$ cat config.mk
export PLATFORM = sky130hd
export DESIGN_NAME = uart_tx
export DESIGN_NICKNAME = d
export VERILOG_FILES = /design/src/rtl/uart_pkg.sv /design/src/rtl/uart_tx.sv
export SDC_FILE = /design/constraint.sdc
export NUM_CORES = 1
export LEC_CHECK = 0
export CORE_AREA = 2 2 78 50
export CTS_CLUSTER_DIAMETER = 120
export DETAILED_ROUTE_END_ITERATION = 6
export DIE_AREA = 0 0 80 52
export PLACE_DENSITY = 0.52
export SYNTH_ARGS = -nofsm -noshare
export SYNTH_HDL_FRONTEND = slang
export SYNTH_SLANG_ARGS = --single-unit
$ cat constraint.sdc
create_clock -name clk -period 2 [get_ports clk]
set_input_delay 0.5 -clock clk [delete_from_list [all_inputs] [get_ports clk]]
set_output_delay 0.5 -clock clk [all_outputs]
set_load 0.1 [all_outputs]
$ cat src/rtl/uart_pkg.sv
// Shared UART definitions: FSM encoding, line levels and legal frame bounds,
// used by both the transmitter and the receiver.
package uart_pkg;

  typedef enum logic [2:0] {
    ST_IDLE,
    ST_START,
    ST_DATA,
    ST_PARITY,
    ST_STOP
  } uart_state_e;

  localparam logic LINE_IDLE  = 1'b1;
  localparam logic LINE_START = 1'b0;

  localparam int DATA_BITS_MIN = 5;
  localparam int DATA_BITS_MAX = 8;
  localparam int STOP_BITS_MIN = 1;
  localparam int STOP_BITS_MAX = 2;

  // XOR of the low 'bits' data bits, inverted for odd parity.
  function automatic logic frame_parity(input logic [7:0] data, input int bits, input logic odd);
    logic p;
    p = odd;
    for (int i = 0; i < 8; i++) begin
      if (i < bits) p ^= data[i];
    end
    return p;
  endfunction

endpackage

$ cat src/rtl/uart_tx.sv
// UART transmitter with a one-byte holding register, paced by clk_en.
// Optional parity bit when UART_TX_PARITY_EN is defined.
//   state  | meaning
//   IDLE   | line high, waiting for a full holding register
//   START  | start bit on the line
//   DATA   | data bits, LSB first, bit_cnt counts up
//   PARITY | parity bit (UART_TX_PARITY_EN only)
//   STOP   | stop bit(s), stop_cnt counts down to terminal 0
module uart_tx
  import uart_pkg::*;
#(
  parameter int DATA_BITS  = 8,
  parameter int STOP_BITS  = 1,
  parameter int PARITY_ODD = 0
) (
  input  logic       clk,
  input  logic       rst,
  input  logic       clk_en,
  input  logic [7:0] tx_data,
  input  logic       tx_valid,
  output logic       tx_ready,
  output logic       tx,
  output logic       tx_busy,
  output logic       tx_done
);

  if (DATA_BITS < DATA_BITS_MIN || DATA_BITS > DATA_BITS_MAX ||
      STOP_BITS < STOP_BITS_MIN || STOP_BITS > STOP_BITS_MAX ||
      PARITY_ODD < 0 || PARITY_ODD > 1) begin : g_bad_cfg
    $error("uart_tx: illegal DATA_BITS, STOP_BITS or PARITY_ODD");
  end

  localparam logic [2:0] LAST_BIT  = 3'(DATA_BITS - 1);
  localparam logic       STOP_LAST = 1'(STOP_BITS - 1);

  uart_state_e state_q, state_d;
  logic [7:0]  hold_q;
  logic        hold_full_q;
  logic [7:0]  shift_q, shift_d;
  logic [2:0]  bit_cnt_q, bit_cnt_d;
  logic        stop_cnt_q, stop_cnt_d;
  logic        tx_q, tx_d;
  logic        busy_q;
  logic        done_q, done_d;
  logic        load;
`ifdef UART_TX_PARITY_EN
  logic        par_q;
`endif

  always_comb begin
    state_d    = state_q;
    shift_d    = shift_q;
    bit_cnt_d  = bit_cnt_q;
    stop_cnt_d = stop_cnt_q;
    tx_d       = tx_q;
    done_d     = 1'b0;
    load       = 1'b0;
    if (clk_en) begin
      unique case (state_q)
        ST_IDLE: begin
          if (hold_full_q) begin
            load    = 1'b1;
            shift_d = hold_q;
            tx_d    = LINE_START;
            state_d = ST_START;
          end
        end
        ST_START: begin
          tx_d      = shift_q[0];
          bit_cnt_d = '0;
          state_d   = ST_DATA;
        end
        ST_DATA: begin
          if (bit_cnt_q != LAST_BIT) begin
            shift_d   = {1'b0, shift_q[7:1]};
            tx_d      = shift_q[1];
            bit_cnt_d = bit_cnt_q + 3'd1;
          end else begin
`ifdef UART_TX_PARITY_EN
            tx_d       = par_q;
            state_d    = ST_PARITY;
`else
            tx_d       = LINE_IDLE;
            stop_cnt_d = STOP_LAST;
            state_d    = ST_STOP;
`endif
          end
        end
`ifdef UART_TX_PARITY_EN
        ST_PARITY: begin
          tx_d       = LINE_IDLE;
          stop_cnt_d = STOP_LAST;
          state_d    = ST_STOP;
        end
`endif
        ST_STOP: begin
          if (stop_cnt_q == 1'b0) begin
            done_d = 1'b1;
            // A waiting byte starts immediately, with no idle period.
            if (hold_full_q) begin
              load    = 1'b1;
              shift_d = hold_q;
              tx_d    = LINE_START;
              state_d = ST_START;
            end else begin
              tx_d    = LINE_IDLE;
              state_d = ST_IDLE;
            end
          end else begin
            stop_cnt_d = stop_cnt_q - 1'b1;
          end
        end
        default: begin
          tx_d    = LINE_IDLE;
          state_d = ST_IDLE;
        end
      endcase
    end
  end

  always_ff @(posedge clk) begin
    if (rst) begin
      state_q     <= ST_IDLE;
      hold_q      <= '0;
      hold_full_q <= 1'b0;
      shift_q     <= '0;
      bit_cnt_q   <= '0;
      stop_cnt_q  <= 1'b0;
      tx_q        <= LINE_IDLE;
      busy_q      <= 1'b0;
      done_q      <= 1'b0;
    end else begin
      state_q    <= state_d;
      shift_q    <= shift_d;
      bit_cnt_q  <= bit_cnt_d;
      stop_cnt_q <= stop_cnt_d;
      tx_q       <= tx_d;
      busy_q     <= (state_d != ST_IDLE);
      done_q     <= done_d;
      // Load and acceptance are exclusive: tx_ready is low while the register is full.
      if (load) begin
        hold_full_q <= 1'b0;
      end else if (tx_valid && !hold_full_q) begin
        hold_full_q <= 1'b1;
        hold_q      <= tx_data;
      end
    end
  end

`ifdef UART_TX_PARITY_EN
  always_ff @(posedge clk) begin
    if (rst) begin
      par_q <= 1'b0;
    end else if (load) begin
      par_q <= frame_parity(hold_q, DATA_BITS, PARITY_ODD != 0);
    end
  end
`endif

  assign tx_ready = ~hold_full_q;
  assign tx       = tx_q;
  assign tx_busy  = busy_q;
  assign tx_done  = done_q;

endmodule

# After elaboration in Yosys (flattened, before gate mapping)
# Cells that the tools add are included.
word_totals:
  wordCells: 62
  input_bits: 12
  regBits: 27
  out_inout_bits: 4
classes:
  mux: 25
  eq_ne: 8
  bitwise_logic: 4
  n_addsub: 2
  reduce_logical: 14
op_table:
  columns: ["cell", "n"]
  rows:
  - ["8-bit two-way mux", 3]
  - ["8-bit one-hot mux with 3 select lines", 1]
  - ["3-bit two-way mux", 5]
  - ["3-bit one-hot mux with 4 select lines", 1]
  - ["1-bit two-way mux", 11]
  - ["3-bit AND reduction", 3]
  - ["2-bit inequality test, second input constant", 4]
  - ["3-bit one-hot mux with 2 select lines", 1]
  - ["3-bit nonzero test", 2]
  - ["1-bit inverter", 4]
  - ["1-bit one-hot mux with 2 select lines", 2]
  - ["1-bit one-hot mux with 4 select lines", 1]
  - ["4-bit AND reduction", 1]
  - ["2-bit nonzero test", 2]
  - ["3-bit by 1-bit adder with 3-bit output, second input constant", 1]
  - ["3-bit by 1-bit == test with 1-bit output, second input constant", 1]
  - ["3-bit by 2-bit == test with 1-bit output, second input constant", 1]
  - ["3-bit == test, second input constant", 1]
  - ["3-bit zero test", 1]
  - ["3-bit inequality test, second input constant", 1]
  - ["3-bit OR reduction", 1]
  - ["2-bit AND reduction", 1]
  - ["2-bit OR reduction", 1]
  - ["1-bit logical AND", 1]
  - ["other kinds (2)", 2]

# Logic depth before layout (Yosys ltp)
depth:
  ltp_word: 6
  mapped_depth: 7
  depth_no_buf: 6

# Worst setup path before layout
# OpenSTA, ideal clock, no wires.
synth_path:
  kind: "flip-flop to flip-flop"
  start: "register bit_cnt_q[0]"
  end: "register shift_q[7]"
  path_slack_ns: 0.228
  synth_period_minus_slack_ns: 1.772
  arrival_time_ns: 1.701
  path_stages_with_launch: 7
  cell_sequence: "dfxtp_1 -> ha_1 -> ha_1 -> or3b_1 -> a21o_1 -> or3b_1 -> a21oi_1"
synth_between:
  elab_chain_len: 3
synth_rtl:
  columns: ["item", "line_no", "source"]
  rows:
  - ["from (decl)", "uart_tx.sv:40", "logic [2:0] bit_cnt_q, bit_cnt_d;"]
  - ["from (signal assigned)", "uart_tx.sv:135", "bit_cnt_q <= bit_cnt_d;"]
  - ["3-bit inequality test", "uart_tx.sv:74", "if (bit_cnt_q != LAST_BIT) begin"]
  - ["2-bit inequality test (no source line)", null, null]
  - ["4-bit AND reduction (no source line)", null, null]
  - ["to (signal assigned)", "uart_tx.sv:134", "shift_q <= shift_d;"]
  - ["to (decl)", "uart_tx.sv:39", "logic [7:0] shift_q, shift_d;"]
# No other way between the ends.
# A chain may end at the register's enable or synchronous reset.

# Final worst setup path
# Same ends and word-level chain as after synthesis.

==> flow_results.org <==
** Power and ir drop
- Power per Cell Area :: 737 mW/mm^2
- Internal power contribution :: 0.797 mW
- In this run, flip-flops and latches consume 51.9% of the power.
- Combinational group share of total power :: 16.2%
- VDD IR-drop max :: roughly 0.00040 V
- In this run the static leakage power is between 0.5 and 0.6 nW.
- Power share of the clock group :: 31.9%
- Net switching is 25.6% of the power.
- Switching power :: 0.274 mW

** Setup path
- The worst register-to-register path has a depth of 6.
- In this run the worst path has a maximum fanout of 14.
- Worst path arrival time :: between 2000 and 2500 ps
- For the worst setup path, the data required time is between 2000 and 2500 ps.
- STA classifies the critical path startpoint as a register.
- Capturing element type of the critical path :: register
- Crit-path cells :: ha_1 > ha_1 > or3b_1 > a21o_4 > or3b_1 > a21oi_1
- Cell family with the largest share of critical-path delay :: simple AND/OR/NAND/NOR gates
- Number of buffer and inverter instances along the worst setup path :: 0
- The worst setup path is of the register to register kind.
- Across all register-to-register paths, the minimum setup slack is between 100 and 150 ps.
- Launch point of the critical path :: bit_cnt_q[0]
- Critical register-to-register path endpoint :: shift_q[7]
- For this design, the slowest cell found on the critical path is sky130_fd_sc_hd__or3b_1.
- RR Startpoint :: bit_cnt_q[0]
- For this run, the slowest stage of the critical path takes 370 ps.

** Worst hold path
- Depth of the worst hold-timing path :: 2
- The path with the worst hold slack has its endpoint at shift_q[7].
- Origin of the worst min-delay path :: shift_q[7]
- Hold Crit Class :: register to register

** Yosys
- Flip-flop and latch count after synthesis :: 26
- In this run, distinct cell masters in the synthesized netlist total 32.
- Combined area of all synthesized cells :: 0.00116 sq mm
- The average instance in the mapped netlist occupies 9.63 sq um.
- In this run, synthesis inferred 0 flip-flops with an integrated enable.
- Main flop type after synthesis :: sky130_fd_sc_hd__dfxtp_1
- The number of nets handed over by synthesis was 134.
- Post-Synthesis Cells :: between 100 and 150
- Async SR Flop Fraction :: 0%
- Warnings, synthesis :: 0
- Post-synthesis sequential area ratio :: a little under half

** Drt
- Detailed routing placed a total of 879 um of wire on met2.
- Vias after detailed routing :: 861
- The highest layer touched by signal routing is met4.
- Dividing the detail-routed via count by the number of cells gives 4.63.
- In the detailed route, the total length drawn on met3 is 55 um.
- The first routing iteration left 36 violations.
- Average wire per standard cell :: between 10 and 15 um
- Total iterations of the first detailed-routing run :: 4
- Final wirelength :: 2230 um
- Final antenna-violating net count :: 0
- For this run, design rule violations remaining after detail routing come to 0.
- Total routed wire length on the met1 layer :: between 1000 and 1500 um

** Timing
- Setup violations remaining at the end of the flow were counted as 0.
- Sum of negative setup slack :: 0 ps
- Final worst hold slack :: 455 ps
- Post-route clock period utilization :: 94.7%
- At the pin with the least slew margin, the transition time is 418 ps.
- Timing would allow up to 0.528 GHz.
- Final slew viol count :: 0
- RSZ-0062 raised after global routing :: no
- Minimum clock period after layout :: 1890 ps
- Slew margin rel. :: 71.7%
- The clock arrives with 3.50 ps of skew.
- The final hold violation count came to 0.

** Die
- The floorplan step set the die width to 80 um.
- Initial core utilization :: 33.1%
- Overall die height :: between 50 and 60 um
- Total core area :: roughly 0.0035 sq mm
- Floorplan die area :: approximately 0.0042 sq mm
- The floorplan has 17 rows.
- Number of I/O pins :: 16

** Layout
- The library cells used most frequently in the layout, excluding fill and tap cells, are 26 x sky130_fd_sc_hd__dfxtp_1, 15 x sky130_fd_sc_hd__mux2i_1, 13 x sky130_fd_sc_hd__nor2_1.
- Once layout is complete, the utilization of the core stands at a little over two fifths.
- Proportion of layout cells with a drive suffix above 1 :: 18.0%
- Final net count :: 154
- After filler insertion, the fill cell instance count of the layout stands at 348.
- Most frequent standard cell in the layout excluding fill and tap cells :: sky130_fd_sc_hd__dfxtp_1
- Area overhead of the layout relative to synthesis :: 25.6%
- The number of antenna diodes in the final layout is 0.

** Global routing
- Entering global routing, the biggest net connects 15 pins.
- Across every metal layer, demand over resource in global routing totals a little under an eighth.
- The number of global-route vias before repair came to 833.
- The number of antenna violations at the first check in global routing came to 0.
- GRT overflow :: 0
- Global-route wire length before repair :: between 3000 and 4000 um

** Clock tree
- Maximum buffer depth of the clock tree :: 2
- TritonCTS built the clock tree.
- CTS built an H-tree with a depth of 1.
- Clock slew seen by the registers of the worst setup and hold paths :: 90 ps
- CTS saw 26 sinks.
- TritonCTS created 3 clock buffers.
- Root buffer selected by CTS :: sky130_fd_sc_hd__clkbuf_8
- Hold repair after CTS inserted 0 buffers.
- For the worst-skew pair, the clock arrives at the later sink with an insertion delay of 270 ps.

** Place
- Quantity of I/O buffers inserted on ports :: 15
- Routability-driven placement finished with a final weighted congestion of 0.753.
- Summed over all nets, the half-perimeter wirelength after detailed placement is ~1600 um.

** Outcome
- Run status :: completed

** Flow run
- Max capacitance violation total :: 0
[flip-flops by register name (all words and copies together), names as in the netlist]
register and count:
bit_cnt_q 3, shift_q 8, tx_done 1, tx_busy 1
tx 1, hold_q 8, hold_full_q 1, state_q 3
[metrics by stage]
stage	setup slack [ps]	power (mW)	cell area, sq um	instances
final	105	1.07	1450	186
after global routing	15.6	1.12	1450	186
after CTS	51.5	1.08	1450	186
after detailed placement	-5.84	0.739	1390	182
after global placement	26.9	0.736	1390	182
after floorplan	228	0.674	1160	120
[synth_stat cells (all sizes together), types with 2 or more instances]
| cell | instances | area, sq um |
|---|---|---|
| a21oi | 9 | 45.0 |
| mux2i | 15 | 150 |
| nor3b | 2 | 15.0 |
| or2 | 7 | 43.8 |
| nand2 | 7 | 26.3 |
| buf | 4 | 38.8 |
| dfxtp | 26 | 521 |
| mux2 | 2 | 22.5 |
| nor3 | 2 | 10.0 |
| or3 | 2 | 12.5 |
| nor2 | 13 | 48.8 |
| ha | 2 | 25.0 |
| clkbuf | 5 | 18.8 |
| a211oi | 2 | 15.0 |
| a22o | 2 | 17.5 |
| nand2b | 3 | 18.8 |
| a22oi | 2 | 15.0 |
| nor2b | 2 | 12.5 |
| or3b | 2 | 17.5 |
[metal layers]
layer | GRT usage (%) | up-vias
met3 | 3.13 | 2
met5 | 0 | -
met4 | 2.54 | 0
met2 | 17.6 | 12
met1 | 17.5 | 395
li1 | - | 452
[worst register-to-register path, stage by stage, from the launching register on]
cell,delay [ps]
sky130_fd_sc_hd__dfxtp_1,320
sky130_fd_sc_hd__ha_1,190
sky130_fd_sc_hd__ha_1,200
sky130_fd_sc_hd__or3b_1,370
sky130_fd_sc_hd__a21o_4,260
sky130_fd_sc_hd__or3b_1,350
sky130_fd_sc_hd__a21oi_1,140
[cells by family (layout without fill, tap and decap cells)]
| group | Yosys count | after routing | synth area share, % |
|---|---|---|---|
| adders and majority gates | 2 | 2 | 2.16 |
| buffers and inverters | 10 | 29 | 5.30 |
| DFF | 26 | 26 | 45.0 |
| muxes | 17 | 17 | 14.9 |
| and+or+nand+nor | 45 | 45 | 21.4 |
| AOI/OAI and AO/OA | 20 | 20 | 11.1 |
[worst max path at each step]
stage / slack [ps] / cells after the start / end
2_1_floorplan: 230 / 6 / shift_q[7]
3_3_place_gp: 30 / 5 / shift_q[7]
3_5_place_dp: -6 / 5 / shift_q[7]
4_1_cts: 50 / 6 / shift_q[7]
5_1_grt: 20 / 6 / shift_q[3]
6_report: 110 / 6 / shift_q[7]
[what timing repair did]
item	CTS	global route
setup endpoints to repair	0	4
gates resized for setup	0	2
buffers inserted	0	0
[final cells by class]
cell class | instances | area [sq um] | share of cell area (%)
Clock buffer | 4 | 55.1 | 3.79
Sequential cell | 26 | 520 | 35.8
Inverter | 1 | 3.75 | 0.258
Multi-Input combinational cell | 84 | 582 | 40.1
Tap cell | 47 | 58.8 | 4.05
Timing Repair Buffer | 24 | 233 | 16.0
[power groups by stage]
| stage | Clock [mW] | Sequential (mW) | Combinational (mW) |
|---|---|---|---|
| after floorplan | 0 | 0.584 | 0.0894 |
| after global placement | 0 | 0.567 | 0.169 |
| after detailed placement | 0 | 0.567 | 0.172 |
| after CTS | 0.350 | 0.555 | 0.172 |
| after global routing | 0.376 | 0.559 | 0.187 |
| final | 0.342 | 0.555 | 0.174 |
(Power assumes the default switching activity.)
